<file path="config.mk">
export PLATFORM = sky130hd
export DESIGN_NAME = add_sub_serial
export DESIGN_NICKNAME = d
export VERILOG_FILES = /design/src/rtl/add_sub_pkg.sv /design/src/rtl/add_sub_digit.sv /design/src/rtl/add_sub_serial.sv
export SDC_FILE = /design/constraint.sdc
export NUM_CORES = 1
export LEC_CHECK = 0
export BUFFER_PORTS_ARGS = -buffer_cell sky130_fd_sc_hd__clkbuf_2
export CORE_ASPECT_RATIO = 0.5
export CORE_MARGIN = 4
export CORE_UTILIZATION = 47
export DETAILED_ROUTE_END_ITERATION = 10
export GPL_TIMING_DRIVEN = 0
export PLACE_DENSITY_LB_ADDON = 0.05
export SYNTH_ARGS = -nofsm -noshare
export SYNTH_HDL_FRONTEND = slang
export SYNTH_HIERARCHICAL = 1
export SYNTH_SLANG_ARGS = --single-unit
export TNS_END_PERCENT = 30
</file>
<file path="constraint.sdc">
create_clock -name clk -period 10.1 [get_ports clk]
set_input_delay 2.525 -clock clk [delete_from_list [all_inputs] [get_ports clk]]
set_output_delay 2.525 -clock clk [all_outputs]
set_load 0.03 [all_outputs]
</file>
<file path="src/rtl/add_sub_pkg.sv">
// add_sub_pkg
//   Shared types and elaboration-time helpers for the serial adder/subtractor.
//   - state_e      : controller states (IDLE, CALC, DONE)
//   - n_slices     : number of DIGIT-bit slices in a WIDTH-bit operand
//   - idx_width    : width of the slice index counter, ceil(log2(N+1))
//   - geometry_ok  : legal WIDTH/DIGIT combination (WIDTH a multiple of DIGIT)
package add_sub_pkg;

  typedef enum logic [1:0] {
    IDLE = 2'd0,
    CALC = 2'd1,
    DONE = 2'd2
  } state_e;

  function automatic int n_slices(input int width, input int digit);
    return width / digit;
  endfunction

  function automatic int idx_width(input int n_sl);
    return (n_sl < 1) ? 1 : $clog2(n_sl + 1);
  endfunction

  function automatic bit geometry_ok(input int width, input int digit);
    return (width >= 1) && (digit >= 1) && (digit <= width) && ((width % digit) == 0);
  endfunction

endpackage

</file>
<file path="src/rtl/add_sub_digit.sv">
// add_sub_digit
//   Purely combinational DIGIT-bit ripple-carry slice.
//   Ports:
//     a_d   in  DIGIT  operand A slice
//     b_d   in  DIGIT  operand B slice, already inverted for subtraction
//     cin   in  1      carry into bit 0
//     s_d   out DIGIT  slice sum
//     cout  out 1      carry out of the top bit
//     c_msb out 1      carry into the top bit (feeds signed overflow)
module add_sub_digit
  import add_sub_pkg::*;
#(
  parameter int DIGIT = 4
) (
  input  logic [DIGIT-1:0] a_d,
  input  logic [DIGIT-1:0] b_d,
  input  logic             cin,
  output logic [DIGIT-1:0] s_d,
  output logic             cout,
  output logic             c_msb
);

  logic [DIGIT:0] c;

  assign c[0] = cin;

  for (genvar gi = 0; gi < DIGIT; gi++) begin : g_bit
    assign s_d[gi]   = a_d[gi] ^ b_d[gi] ^ c[gi];
    assign c[gi + 1] = (a_d[gi] & b_d[gi]) | (c[gi] & (a_d[gi] ^ b_d[gi]));
  end

  assign cout  = c[DIGIT];
  assign c_msb = c[DIGIT-1];

endmodule

</file>
<file path="src/rtl/add_sub_serial.sv">
// add_sub_serial
//   Multi-cycle WIDTH-bit adder/subtractor that reuses one DIGIT-bit ripple
//   slice, one slice per clock, with valid/ready handshakes on both sides.
//   Ports:
//     clk, rst             clock, synchronous active-high reset
//     in_valid / in_ready  operand handshake (in_ready high only in IDLE)
//     a, b, sub            operands and mode (0 = A+B, 1 = A-B)
//     out_valid / out_ready result handshake (out_valid high only in DONE)
//     s, cout, ovf, zero   result and flags, all registered
module add_sub_serial
  import add_sub_pkg::*;
#(
  parameter int WIDTH = 16,
  parameter int DIGIT = 4
) (
  input  logic             clk,
  input  logic             rst,
  input  logic             in_valid,
  output logic             in_ready,
  input  logic [WIDTH-1:0] a,
  input  logic [WIDTH-1:0] b,
  input  logic             sub,
  output logic             out_valid,
  input  logic             out_ready,
  output logic [WIDTH-1:0] s,
  output logic             cout,
  output logic             ovf,
  output logic             zero
);

  localparam int N     = n_slices(WIDTH, DIGIT);
  localparam int IDX_W = idx_width(N);

  if (!geometry_ok(WIDTH, DIGIT)) begin : g_bad_geometry
    $error("add_sub_serial: WIDTH must be a positive multiple of DIGIT");
  end

  state_e             state_q, state_d;
  logic [WIDTH-1:0]   op_a_q, op_a_d;
  logic [WIDTH-1:0]   op_b_q, op_b_d;     // B already XORed with sub
  logic               carry_q, carry_d;
  logic [IDX_W-1:0]   idx_q, idx_d;
  logic [WIDTH-1:0]   s_q, s_d;
  logic               cout_q, cout_d;
  logic               ovf_q, ovf_d;
  logic               zero_q, zero_d;
  logic               in_ready_q, in_ready_d;
  logic               out_valid_q, out_valid_d;

  logic [DIGIT-1:0]   a_dig, b_dig, s_dig;
  logic               dig_cout, dig_c_msb;

  // Select the active slice of each operand register.
  always_comb begin
    a_dig = '0;
    b_dig = '0;
    for (int i = 0; i < N; i++) begin
      if (idx_q == IDX_W'(i)) begin
        a_dig = op_a_q[i*DIGIT +: DIGIT];
        b_dig = op_b_q[i*DIGIT +: DIGIT];
      end
    end
  end

  add_sub_digit #(.DIGIT(DIGIT)) u_digit (
    .a_d   (a_dig),
    .b_d   (b_dig),
    .cin   (carry_q),
    .s_d   (s_dig),
    .cout  (dig_cout),
    .c_msb (dig_c_msb)
  );

  always_comb begin
    state_d     = state_q;
    op_a_d      = op_a_q;
    op_b_d      = op_b_q;
    carry_d     = carry_q;
    idx_d       = idx_q;
    s_d         = s_q;
    cout_d      = cout_q;
    ovf_d       = ovf_q;
    zero_d      = zero_q;
    in_ready_d  = in_ready_q;
    out_valid_d = out_valid_q;

    unique case (state_q)
      IDLE: begin
        if (in_valid && in_ready_q) begin
          op_a_d     = a;
          // Subtraction is A + ~B + 1: invert B here and seed carry with sub.
          op_b_d     = b ^ {WIDTH{sub}};
          carry_d    = sub;
          idx_d      = '0;
          in_ready_d = 1'b0;
          state_d    = CALC;
        end
      end

      CALC: begin
        for (int i = 0; i < N; i++) begin
          if (idx_q == IDX_W'(i)) begin
            s_d[i*DIGIT +: DIGIT] = s_dig;
          end
        end
        carry_d = dig_cout;
        idx_d   = idx_q + IDX_W'(1);
        if (idx_q == IDX_W'(N - 1)) begin
          // Last slice: its carries are the MSB carries of the whole word.
          cout_d      = dig_cout;
          ovf_d       = dig_c_msb ^ dig_cout;
          zero_d      = (s_d == '0);
          out_valid_d = 1'b1;
          state_d     = DONE;
        end
      end

      DONE: begin
        if (out_ready) begin
          out_valid_d = 1'b0;
          in_ready_d  = 1'b1;
          state_d     = IDLE;
        end
      end

      default: begin
        state_d     = IDLE;
        in_ready_d  = 1'b1;
        out_valid_d = 1'b0;
      end
    endcase
  end

  always_ff @(posedge clk) begin
    if (rst) begin
      state_q     <= IDLE;
      op_a_q      <= '0;
      op_b_q      <= '0;
      carry_q     <= 1'b0;
      idx_q       <= '0;
      s_q         <= '0;
      cout_q      <= 1'b0;
      ovf_q       <= 1'b0;
      zero_q      <= 1'b0;
      in_ready_q  <= 1'b1;
      out_valid_q <= 1'b0;
    end else begin
      state_q     <= state_d;
      op_a_q      <= op_a_d;
      op_b_q      <= op_b_d;
      carry_q     <= carry_d;
      idx_q       <= idx_d;
      s_q         <= s_d;
      cout_q      <= cout_d;
      ovf_q       <= ovf_d;
      zero_q      <= zero_d;
      in_ready_q  <= in_ready_d;
      out_valid_q <= out_valid_d;
    end
  end

  assign in_ready  = in_ready_q;
  assign out_valid = out_valid_q;
  assign s         = s_q;
  assign cout      = cout_q;
  assign ovf       = ovf_q;
  assign zero      = zero_q;

endmodule

</file>
==> run_results.csv <==
group,metric,value,unit
status,status,"completed",
logic_synthesis,netlist.area_leader.share,0.412,
power_and_ir_drop,clkPwrFrac,0.450,
finish,diodes,0,
logic_synthesis,synth_mux_area_frac,0.0773,
critical_path,critPathKind,"flip-flop to flip-flop",
clock_network,clock_latency,0.33,ns
logic_synthesis,netlist_top_cells_count,"60 x nand2_1, 59 x dfxtp_1, 46 x nor2_1",
die,core_area,5680,um^2
route,wire_per_inst,14.7,um
die,die-area,7490,um^2
power_and_ir_drop,pwr-share-comb,0.165,
hold_path,hp-class,"flip-flop to flip-flop",
die,ios,58,
critical_path,timing.critical_path.arrival,4.71,ns
logic_synthesis,synthAdderAreaFrac,0.0498,
finish,fin_nets,461,
critical_path,cp_common_cell,"fa_1",
logic_synthesis,syn-num-nets,395,
logic_synthesis,synth_compound_area_frac,0.169,
grt,grt_start_max_net_pins,11,
clock_network,cts_setup_buffers,0,
sta,fin_tns_setup,0,ns
clock_network,cts-hold-fix-buffers,0,
die,start_util,0.505,
logic_synthesis,synth_area_per_cell,8.21,um^2
sta,tightest_slew,0.580,ns
power_and_ir_drop,swShare,0.267,
sta,period_share,0.442,
sta,setup_ws,5.64,ns
placement,gp_congestion,0.779,
critical_path,worstPathRequired,10.35,ns
critical_path,start_kind,"flip-flop",
logic_synthesis,synthSimpleGateAreaFrac,0.182,
job,cap_violations,0,
logic_synthesis,synth-edff-count,0,
die,die_w,118,um
critical_path,rrSetupSlack,5.64,ns
clock_network,htree_levels,3,
critical_path,crit_fanout,10,
power_and_ir_drop,total_power,0.663,mW
logic_synthesis,ys_seq_area_frac,0.412,
route,vias_per_cell,5.21,
logic_synthesis,ys_types,33,
power_and_ir_drop,switching_power,0.177,mW
sta,slew_headroom,0.612,
placement,numPortBuffers,55,
critical_path,cp-end-kind,"flip-flop",
grt,grt_pass1_wl,12000,um
route,routed_wl,7240,um
sta,clock_skew,0.00929,ns
clock_network,max-clock-path-buffers,2,
power_and_ir_drop,internal_power,0.486,mW
logic_synthesis,synth.most_common_cell,"nand2_1",
logic_synthesis,yosys-top-cells-area,"dfxtp_1 41%, nand2_1 7.9%, a21oi_1 6.1%, nor2_1 6.0%, xnor2_1 4.9%",
route,drc,0,
route,vias,2567,
logic_synthesis,synth_top_flop_cell,"dfxtp_1",
logic_synthesis,synth-async-reset-ratio,0,
clock_network,clock_sinks,59,
logic_synthesis,synth-xor-area-share,0.0519,
finish,layout-drive-gt1-share,0.214,
sta,finalSetupViolCount,0,
critical_path,critPathSlowestCell,"fa_1",
sta,fin_crit,4.46,ns
route,first_iter_violations,146,
die,core.rowCount,19,
sta,slew_violations,0,
power_and_ir_drop,pwr-share-seq,0.385,
critical_path,slowest_delay,0.58,ns
sta,hold_viol,0,
grt,grt_usage,0.205,
route,ant_nets,0,
sta,max_freq,224,MHz
route,firstDrtPassIters,4,
logic_synthesis,yosys_warnings,6,
clock_network,root_buffer,"clkbuf_16",
grt,globalRoute.totalOverflow,0,
finish,synthToLayoutAreaGrowth,23.1,%
logic_synthesis,synth_seq_cells,59,
placement,place_ws,5.66,ns
placement,dpl.hpwl,5280,um
clock_network,cts_buffers,9,
logic_synthesis,syn_inst,349,
power_and_ir_drop,irDropWorstVdd,0.0853,mV
critical_path,path_cells,"inv_1 -> ha_1 -> buf_2 -> clkbuf_1 -> o21ai_0 -> mux2_2 -> a22o_1 -> fa_1 -> inv_1 -> fa_1 -> fa_1 -> inv_1 -> fa_1 -> nor2_1 -> mux2i_1 -> or4_1 -> o31ai_2",
clock_network,clkTransAtPathRegs,0.05,ns
power_and_ir_drop,power.leakage,1.50,nW
sta,rsz0062_at_grt,"false",
power_and_ir_drop,power_density,188,nW/um^2
clock_network,cts_tree,"built",
die,fp.dieH,63.2,um
grt,antenna_found_initial,0,
logic_synthesis,synth_top_family_by_area,"simple AND/OR/NAND/NOR gates",
clock_network,cts-resized-gates,0,
grt,first_global_vias,2412,
logic_synthesis,synth_area,2870,um^2
logic_synthesis,yosys.area.top_type,"dfxtp_1",
-- flip-flops by register name, indices dropped and copies added, names as in the netlist, 2 cells and up --
| register | flops |
|---|---|
| idx_q | 3 |
| op_a_q | 16 |
| op_b_q | 16 |
| s | 16 |
| state_q | 2 |
-- stage by stage --
stage | utilization | cell area (um^2) | hold slack (ns) | instances
CTS | 0.621 | 3530 | 0.456 | 493
floorplan | - | 2870 | 0.433 | 349
finish | 0.621 | 3530 | 0.454 | 493
detailed placement | 0.569 | 3230 | 0.449 | 477
global placement | 0.569 | 3230 | 0.439 | 477
global route | 0.621 | 3530 | 0.477 | 493
-- per-layer routing --
| layer | wire [um] | vias up | GRT usage | part of all wire |
|---|---|---|---|---|
| met5 | 0 | - | 0 | 0 |
| met4 | 62 | 0 | 0.0476 | 0.0086 |
| met3 | 579 | 7 | 0.0912 | 0.080 |
| met1 | 3600 | 1178 | 0.280 | 0.50 |
| met2 | 3000 | 77 | 0.297 | 0.41 |
| li1 | - | 1305 | - | - |
-- worst paths after layout --
check | depth (start not counted) | to | start
worst min-delay path | 2 | op_a_q[13]$_SDFFE_PP0P_ | op_a_q[13]$_SDFFE_PP0P_
worst min register to register | 2 | op_a_q[13]$_SDFFE_PP0P_ | op_a_q[13]$_SDFFE_PP0P_
worst max-delay path | 17 | zero$_SDFFE_PP0P_ | idx_q[1]$_SDFFE_PP0P_
worst max register to register | 17 | zero$_SDFFE_PP0P_ | idx_q[1]$_SDFFE_PP0P_
-- power by group through the flow --
| stage | sequential [mW] | clock [mW] | combinational (mW) |
|---|---|---|---|
| global placement | 0.259 | 0 | 0.107 |
| detailed placement | 0.260 | 0 | 0.109 |
| floorplan | 0.261 | 0 | 0.0736 |
| CTS | 0.255 | 0.304 | 0.109 |
| global route | 0.257 | 0.319 | 0.121 |
| finish | 0.255 | 0.298 | 0.109 |
-- layout by cell type (no fill, tap or decap) --
cell | Yosys | layout
nand2_1 | 60 | 60
dfxtp_1 | 59 | 59
clkbuf_2 | 0 | 55
nor2_1 | 46 | 46
a21oi_1 | 35 | 35
clkbuf_1 | 16 | 17
o21ai_0 | 17 | 17
xnor2_1 | 16 | 16
a211oi_1 | 16 | 16
inv_1 | 12 | 12
mux2i_1 | 12 | 12
mux2_2 | 9 | 9
clkbuf_16 | 0 | 9
a22o_1 | 8 | 8
buf_2 | 7 | 7
nand2b_1 | 5 | 5
ha_1 | 5 | 5
fa_1 | 4 | 4
nand3_1 | 3 | 3
nor3_1 | 3 | 3
clkinv_2 | 0 | 3
buf_4 | 2 | 2
nor2b_1 | 1 | 1
and2b_1 | 1 | 1
nor4bb_1 | 1 | 1
or3b_1 | 1 | 1
xor2_1 | 1 | 1
buf_6 | 1 | 1
or4_1 | 1 | 1
and3b_1 | 1 | 1
nand4_1 | 1 | 1
nand3b_1 | 1 | 1
o31ai_2 | 1 | 1
o21bai_1 | 1 | 1
a22oi_1 | 1 | 1
a31oi_1 | 1 | 1
clkbuf_8 | 0 | 1
clkinvlp_4 | 0 | 1
bufinv_16 | 0 | 1
-- kinds of logic (layout without fill, tap and decap cells) --
logic type	count (synthesis)	count (layout)
AO/OA/AOI/OAI	80	80
AND/OR/NAND/NOR	125	125
XOR/XNOR	17	17
adder cells (fa/ha/maj)	9	9
buffers and inverters	38	109
multiplexers	21	21
flip-flops	59	59
-- area by class of cell --
type                            count  area [um^2]
Timing Repair Buffer               55          275
Clock buffer                       11          243
Fill cell                         513         2150
Buffer                             26          121
Sequential cell                    59         1180
Multi-Input combinational cell    252         1520
Clock inverter                      5         52.6
Tap cell                           73         91.3
Inverter                           12         45.0
-- critical path: cells and delay by family, from the launching register on --
kind	cells	cell delay, ns
simple gates	2	0.71
buf+inv	5	0.90
mux	2	0.36
compound gates	3	0.59
fa+ha+maj	5	1.51
flops	1	0.34
Note: power is estimated with default switching activity, not from simulation.
